### src/rtl/mar_dump_unit_if.sv
// Dump beat stream: {dump_addr, dump_data} offered by the MAR dump sequencer under valid/ready.
`timescale 1ns/1ps
interface mar_dump_unit_if #(
    parameter int ADDR_W = 4,
    parameter int DATA_W = 8
);
    logic              dump_valid;
    logic              dump_ready;
    logic [ADDR_W-1:0] dump_addr;
    logic [DATA_W-1:0] dump_data;

    modport master (output dump_valid, output dump_addr, output dump_data, input dump_ready);
    modport slave  (input dump_valid, input dump_addr, input dump_data, output dump_ready);
endinterface

### src/rtl/mar_dump_unit.sv
// Memory address register with a debug dump sequencer that walks RAM[DUMP_FIRST..DUMP_LAST].
// Optional running byte checksum of the dump is enabled by defining DUMP_CKSUM_EN.
`timescale 1ns/1ps
module mar_dump_unit #(
    parameter int ADDR_W     = 4,
    parameter int DATA_W     = 8,
    parameter int DUMP_FIRST = 0,
    parameter int DUMP_LAST  = 15
) (
    input  logic              clk,
    input  logic              rst,
    input  logic [DATA_W-1:0] bus_in,
    input  logic              LM,
    output logic [ADDR_W-1:0] address,
    output logic              ram_ce,
    input  logic [DATA_W-1:0] ram_data,
    input  logic              dump_start,
    output logic              busy,
    mar_dump_unit_if.master   dump
`ifdef DUMP_CKSUM_EN
    ,
    output logic [DATA_W-1:0] dump_cksum,
    output logic              cksum_valid
`endif
);
    localparam logic [ADDR_W-1:0] FIRST_A = ADDR_W'(DUMP_FIRST);
    localparam logic [ADDR_W-1:0] LAST_A  = ADDR_W'(DUMP_LAST);

    if (DUMP_LAST < DUMP_FIRST) begin : g_bad_range
        $error("mar_dump_unit: DUMP_LAST must be >= DUMP_FIRST");
    end
    if (DUMP_LAST >= (1 << ADDR_W) || DUMP_FIRST < 0) begin : g_bad_addr
        $error("mar_dump_unit: dump range outside RAM");
    end

    // Only the low nibble of the bus addresses the RAM.
    if (DATA_W > ADDR_W) begin : g_unused
        logic unused_bus_hi;
        assign unused_bus_hi = ^bus_in[DATA_W-1:ADDR_W];
    end

    typedef enum logic [1:0] {IDLE, ADDR, HOLD, RESTORE} state_t;

    state_t            state;
    logic [ADDR_W-1:0] saved_mar;

    always_ff @(posedge clk) begin
        if (rst) begin
            state           <= IDLE;
            address         <= '0;
            saved_mar       <= '0;
            ram_ce          <= 1'b0;
            busy            <= 1'b0;
            dump.dump_valid <= 1'b0;
            dump.dump_addr  <= '0;
            dump.dump_data  <= '0;
`ifdef DUMP_CKSUM_EN
            dump_cksum      <= '0;
            cksum_valid     <= 1'b0;
`endif
        end else begin
            case (state)
                IDLE: begin
                    // dump_start outranks LM, so the saved value is the pre-edge address
                    if (dump_start) begin
                        saved_mar <= address;
                        address   <= FIRST_A;
                        ram_ce    <= 1'b1;
                        busy      <= 1'b1;
                        state     <= ADDR;
`ifdef DUMP_CKSUM_EN
                        dump_cksum <= '0;
`endif
                    end else if (LM) begin
                        address <= bus_in[ADDR_W-1:0];
                    end
                end
                ADDR: begin
                    ram_ce          <= 1'b0;
                    dump.dump_data  <= ram_data;
                    dump.dump_addr  <= address;
                    dump.dump_valid <= 1'b1;
                    state           <= HOLD;
`ifdef DUMP_CKSUM_EN
                    dump_cksum      <= dump_cksum + ram_data;
`endif
                end
                HOLD: begin
                    if (dump.dump_valid && dump.dump_ready) begin
                        dump.dump_valid <= 1'b0;
                        if (address == LAST_A) begin
                            state <= RESTORE;
`ifdef DUMP_CKSUM_EN
                            cksum_valid <= 1'b1;
`endif
                        end else begin
                            address <= address + ADDR_W'(1);
                            ram_ce  <= 1'b1;
                            state   <= ADDR;
                        end
                    end
                end
                RESTORE: begin
                    address <= saved_mar;
                    busy    <= 1'b0;
                    state   <= IDLE;
`ifdef DUMP_CKSUM_EN
                    cksum_valid <= 1'b0;
`endif
                end
                default: state <= IDLE;
            endcase
        end
    end
endmodule

### src/flat_wrapper.sv
// flat-port wrapper written by rule: the top's interface ports become plain ports
module mar_dump_unit_flat 
#(
    parameter int ADDR_W     = 4,
    parameter int DATA_W     = 8,
    parameter int DUMP_FIRST = 0,
    parameter int DUMP_LAST  = 15
)
  (clk, rst, bus_in, LM, address, ram_ce, ram_data, dump_start, busy, dump_dump_valid, dump_dump_addr, dump_dump_data, dump_dump_ready);
  mar_dump_unit_if #(.ADDR_W(ADDR_W), .DATA_W(DATA_W)) dump_i ();
  input  logic clk;
  input  logic rst;
  input  logic [DATA_W-1:0] bus_in;
  input  logic LM;
  output logic [ADDR_W-1:0] address;
  output logic ram_ce;
  input  logic [DATA_W-1:0] ram_data;
  input  logic dump_start;
  output logic busy;
  output wire logic [$bits(dump_i.dump_valid)-1:0] dump_dump_valid;
  output wire logic [$bits(dump_i.dump_addr)-1:0] dump_dump_addr;
  output wire logic [$bits(dump_i.dump_data)-1:0] dump_dump_data;
  input wire logic [$bits(dump_i.dump_ready)-1:0] dump_dump_ready;
  assign dump_dump_valid = dump_i.dump_valid;
  assign dump_dump_addr = dump_i.dump_addr;
  assign dump_dump_data = dump_i.dump_data;
  assign dump_i.dump_ready = dump_dump_ready;
  mar_dump_unit #(.ADDR_W(ADDR_W), .DATA_W(DATA_W), .DUMP_FIRST(DUMP_FIRST), .DUMP_LAST(DUMP_LAST)) u_core (.clk(clk), .rst(rst), .bus_in(bus_in), .LM(LM), .address(address), .ram_ce(ram_ce), .ram_data(ram_data), .dump_start(dump_start), .busy(busy), .dump(dump_i));
endmodule
### config.mk
export PLATFORM = sky130hd
export DESIGN_NAME = mar_dump_unit_flat
export DESIGN_NICKNAME = d
export VERILOG_FILES = /design/src/rtl/mar_dump_unit_if.sv /design/src/rtl/mar_dump_unit.sv /design/src/flat_wrapper.sv
export SDC_FILE = /design/constraint.sdc
export NUM_CORES = 1
export LEC_CHECK = 0
export CAP_MARGIN = 10
export CORE_ASPECT_RATIO = 1.2
export CORE_UTILIZATION = 40
export CTS_BUF_LIST = sky130_fd_sc_hd__clkbuf_16
export CTS_CLUSTER_DIAMETER = 60
export DETAILED_ROUTE_END_ITERATION = 10
export PLACE_DENSITY = 0.72
export SYNTH_ARGS = -nofsm -noshare
export SYNTH_HDL_FRONTEND = slang
export SYNTH_SLANG_ARGS = --single-unit
### constraint.sdc
create_clock -name clk -period 1.45 [get_ports clk]
set_input_delay 0.29 -clock clk [delete_from_list [all_inputs] [get_ports clk]]
set_output_delay 0.29 -clock clk [all_outputs]
set_load 0.02 [all_outputs]
# Word level (Yosys, flattened, before mapping)
# Cells that the tools add are included.
# W data, S select, Z words.
[word_totals]
regBits = 25
output_inout_bits = 19
wordCells = 45
[classes]
addsub = 1
n_eq_ne = 8
n_mux = 16
reduce_logical = 12
[op_table]
columns = ["cell", "n"]
rows = [
  ["$mux W4", 4],
  ["$pmux W4 S3", 1],
  ["$pmux W2 S4", 1],
  ["$reduce_and A2 Y1", 4],
  ["$reduce_and A4 Y1", 2],
  ["$mux W2", 3],
  ["$reduce_bool A3 Y1", 2],
  ["$add A4 B1 Y4 const B", 1],
  ["$eq A2 B2 Y1 const B", 2],
  ["$eq A4 B4 Y1 const B", 1],
  ["$mux W1", 4],
  ["$ne A2 B2 Y1 const B", 2],
  ["$pmux W1 S2", 2],
  ["$reduce_bool A2 Y1", 2],
  ["$ne A3 B3 Y1 const B", 1],
  ["$pmux W1 S3", 1],
  ["$eq A2 B1 Y1 const B", 1],
  ["$logic_not A2 Y1", 1],
  ["$ne A2 B1 Y1 const B", 1],
  ["$logic_and A1 B1 Y1", 1],
]

# Logic depth before layout (Yosys ltp)
[logic_depth]
ltp_word = 4
mapped_depth = 6

# Worst setup path before layout
# Ideal clock, no wire load.
[synth_timing]
path_type = "register to register"
start = "register u_core.address[0]"
end = "register u_core.address[0]"
setup_time_ns = 0.134
t_arrival_ns = 1.355
required_ns = 1.316
slack_ns = -0.039
path_stages_with_launch = 6
path_buffers = 0
path_cell_list = "dfxtp_1 -> ha_1 -> nand3_1 -> a31o_2 -> a21oi_1 -> a311oi_1"
[synth_via]
elab_chain_len = 4
word_cells_on_any_way = 7
classes_between = "add/sub (1); eq/ne (2); mux (3); reduce/logical (1)"
[synth_rtl]
columns = ["element", "line", "text"]
rows = [
  ["from (decl)", "mar_dump_unit.sv:14", "output logic [ADDR_W-1:0] address,"],
  ["from (signal assigned)", "mar_dump_unit.sv:75", "address <= bus_in[ADDR_W-1:0];"],
  ["from (signal assigned)", "mar_dump_unit.sv:97", "address <= address + ADDR_W'(1);"],
  ["from (signal assigned)", "mar_dump_unit.sv:104", "address <= saved_mar;"],
  ["$add A4 B1 Y4", "mar_dump_unit.sv:97", ""],
  ["$mux W4", "mar_dump_unit.sv:91", "if (address == LAST_A) begin"],
  ["$mux W4", "mar_dump_unit.sv:89", "if (dump.dump_valid && dump.dump_ready) begin"],
  ["$pmux W4 S3", "mar_dump_unit.sv:62", "case (state)"],
]
# Several ways; a longest one is shown, not always the timed one. The select of a mux whose other input is x is not followed.
# A chain may end at the register's enable or synchronous reset.

# Worst setup path after layout
[layout_timing]
start = "register u_core.address[1]"
end = "register u_core.address[1]"
# Same word-level chain as after synthesis.

==> results_dict.tcl <==
set metrics [dict create \
    status "finished clean" \
    grt_pass1_vias 1070 \
    grt_max_degree 26 \
    seq_area_frac_synth_pct 44.3 \
    yosysWarnings 0 \
    antenna_found_initial 0 \
    slew_viol_final 0 \
    clk_pin_slew_ns 0.06 \
    cts_setup_buffers 0 \
    hpwl_um 1890 \
    cap_violations 0 \
    synth_edf_count 0 \
    io-pin-count 40 \
    slew_headroom_pct 68.3 \
    gpl.final_weighted_congestion 0.855 \
    vias 1093 \
    fmax_mhz 719 \
    cts_tree "built" \
    die_h_um 60.2 \
    rows 20 \
    syn_area_mm2 0.00113 \
    diodes 0 \
    syn_nets 153 \
    synth.area.top_cells "dfxtp_1 (44%), nand2_1 (8.6%), a21oi_1 (8.4%), mux2i_1 (3.5%), nor2_1 (3.3%)" \
    port_buffers 35 \
    p_per_area_mw_per_mm2 1060 \
    synth.most_common_cell "nand2_1" \
    p_total_mw 1.75 \
    power.leakage_nw 0.703 \
    cts.sinks 25 \
    start_util_pct 43.4 \
    syn_avg_cell_area_um2 8.62 \
    netlist_instances 131 \
    required_ns 1.56 \
    grt_setup_unrepaired "no" \
    hold_buffers 0 \
    vdd_drop_max_uv 665 \
    worstMarginPinSlew_ns 0.474 \
    dr.pass1.iters 4 \
    synth_common_cells "nand2_1 (26), dfxtp_1 (25), a21oi_1 (19)" \
    drive_above_1_share_pct 17.3 \
    dr.first_iter.drc_count 32 \
    cp_slowest_cell "dfxtp_2" \
    ys_types 38 \
    cts_buffers 3 \
    fp.dieArea_mm2 0.00304 \
    start_kind "register" \
    wl_per_cell_um 13.2 \
    end_kind "register" \
    ys_seq_elements 25 \
    drc 0 \
    finalHoldViolations 0 \
    slowest_delay_ns 0.42 \
    reg2reg_slack_ns 0.06 \
    fin_skew_ns 0.00312 \
    h-tree-depth 1 \
    wirelength_um 2720 \
    vias_per_cell 5.31 \
    timing.hold.ws_ns 0.450 \
    synth_flop_cell "dfxtp_1" \
    yosys.area.top_type "dfxtp_1" \
    pre_cts_ws_ns -0.207 \
    synthArstFlopShare_pct 0 \
    core-area_mm2 0.00260 \
    hp-class "reg2reg" \
    cp_cell_sequence "ha_4 > nand3_1 > a31o_2 > a21oi_2 > a311oi_2" \
    critPathMaxFanout 6 \
    min_period_ns 1.39 \
    finalCritPeriodShare_pct 95.9 \
    grt_pass1_wl_um 4420 \
    dieWidth_um 50.5 \
    area_growth_pct 45.8 \
    grt_overflow 0 \
    insertion_delay_ns 0.25 \
    ant_nets 0 \
    path_class "reg2reg" \
    arrival_ns 1.51 \
    clock_path_buffers 2 \
    nets 196 \
    gr-usage-all-layers_pct 19.2 \
    setup_viol 0 \
    finalWorstSetupSlack_ns 0.0589 \
    clockRootBuffer "clkbuf_16" \
    yosysTopAreaCellShare_pct 44.3 \
    final_util_pct 63.3 \
]
[worst paths after layout]
path,endpoint,cells past startpoint,from
setup / recovery,u_core.address[1],5,u_core.address[1]
hold / removal,u_core.dump.dump_addr[1],2,u_core.dump.dump_addr[1]
setup reg to reg,u_core.address[1],5,u_core.address[1]
hold reg to reg,u_core.dump.dump_addr[1],2,u_core.dump.dump_addr[1]
[cell type report]
type | instances | area [µm²]
Sequential cell | 25 | 504
Multi-Input combinational cell | 94 | 582
Inverter | 3 | 11.3
Fill cell | 238 | 955
Clock buffer | 3 | 75.1
Clock inverter | 1 | 5.00
Timing Repair Buffer | 47 | 429
Tap cell | 33 | 41.3
[stage by stage]
| step | setup TNS, ns | std cells | cell area, µm² |
|---|---|---|---|
| floorplan | 0 | 131 | 1130 |
| global placement | -0.914 | 202 | 1560 |
| detailed placement | -1.25 | 202 | 1560 |
| CTS | 0 | 206 | 1620 |
| global route | 0 | 206 | 1650 |
| finish | 0 | 206 | 1650 |
[worst max-delay path: cells and delay by family, from the launching register on]
family	cells	cell delay, ns
compound gates	3	0.56
fa+ha+maj	1	0.18
flops	1	0.42
simple gates	1	0.10
[metal layers]
layer	GRT usage (%)	wire (µm)	vias up
met4	10.3	57	0
met5	0	0	-
met3	3.31	141	8
met1	20.2	1250	500
li1	-	-	540
met2	36.0	1270	45
[state kept, by name, summed over array words and instances (netlist names)]
register,cells
u_core.dump.dump_addr,4
u_core.saved_mar,4
u_core.busy,1
u_core.dump.dump_valid,1
u_core.dump.dump_data,8
u_core.ram_ce,1
u_core.address,4
u_core.state,2
[kinds of logic after synthesis]
logic type | after synthesis | synth area share, %
simple gates | 49 | 19.8
fa+ha+maj | 1 | 1.11
flops | 25 | 44.3
compound gates | 39 | 23.3
mux | 5 | 4.54
buf+inv | 12 | 6.98
[timing repair]
action,4_1_cts,5_1_grt
pin swaps,0,0
gates cloned,0,0
resized for setup,20,6
endpoints found under the setup margin,31,18
hold endpoints to repair,0,0
[placed cells by master, fill, tap and decap left out, drive strengths merged, types with 2 or more instances in the layout]
master | netlist | routed
dlygate4sd2 | 0 | 19
clkbuf | 3 | 3
buf | 6 | 12
inv | 3 | 3
a22oi | 3 | 3
nand3 | 3 | 3
a21oi | 19 | 19
dfxtp | 25 | 25
nor2 | 10 | 10
clkdlybuf4s50 | 0 | 16
o21ai | 2 | 2
o31ai | 2 | 2
a311oi | 2 | 2
nor3 | 3 | 3
nand2 | 26 | 26
mux2i | 4 | 4
o21bai | 2 | 2
nand2b | 2 | 2
[power by group]
part	switching (mW)	internal (mW)
clock	0.222	0.371
combinational	0.198	0.186
sequential	0.0407	0.733
total	0.461	1.29
(Power assumes the default switching activity.)
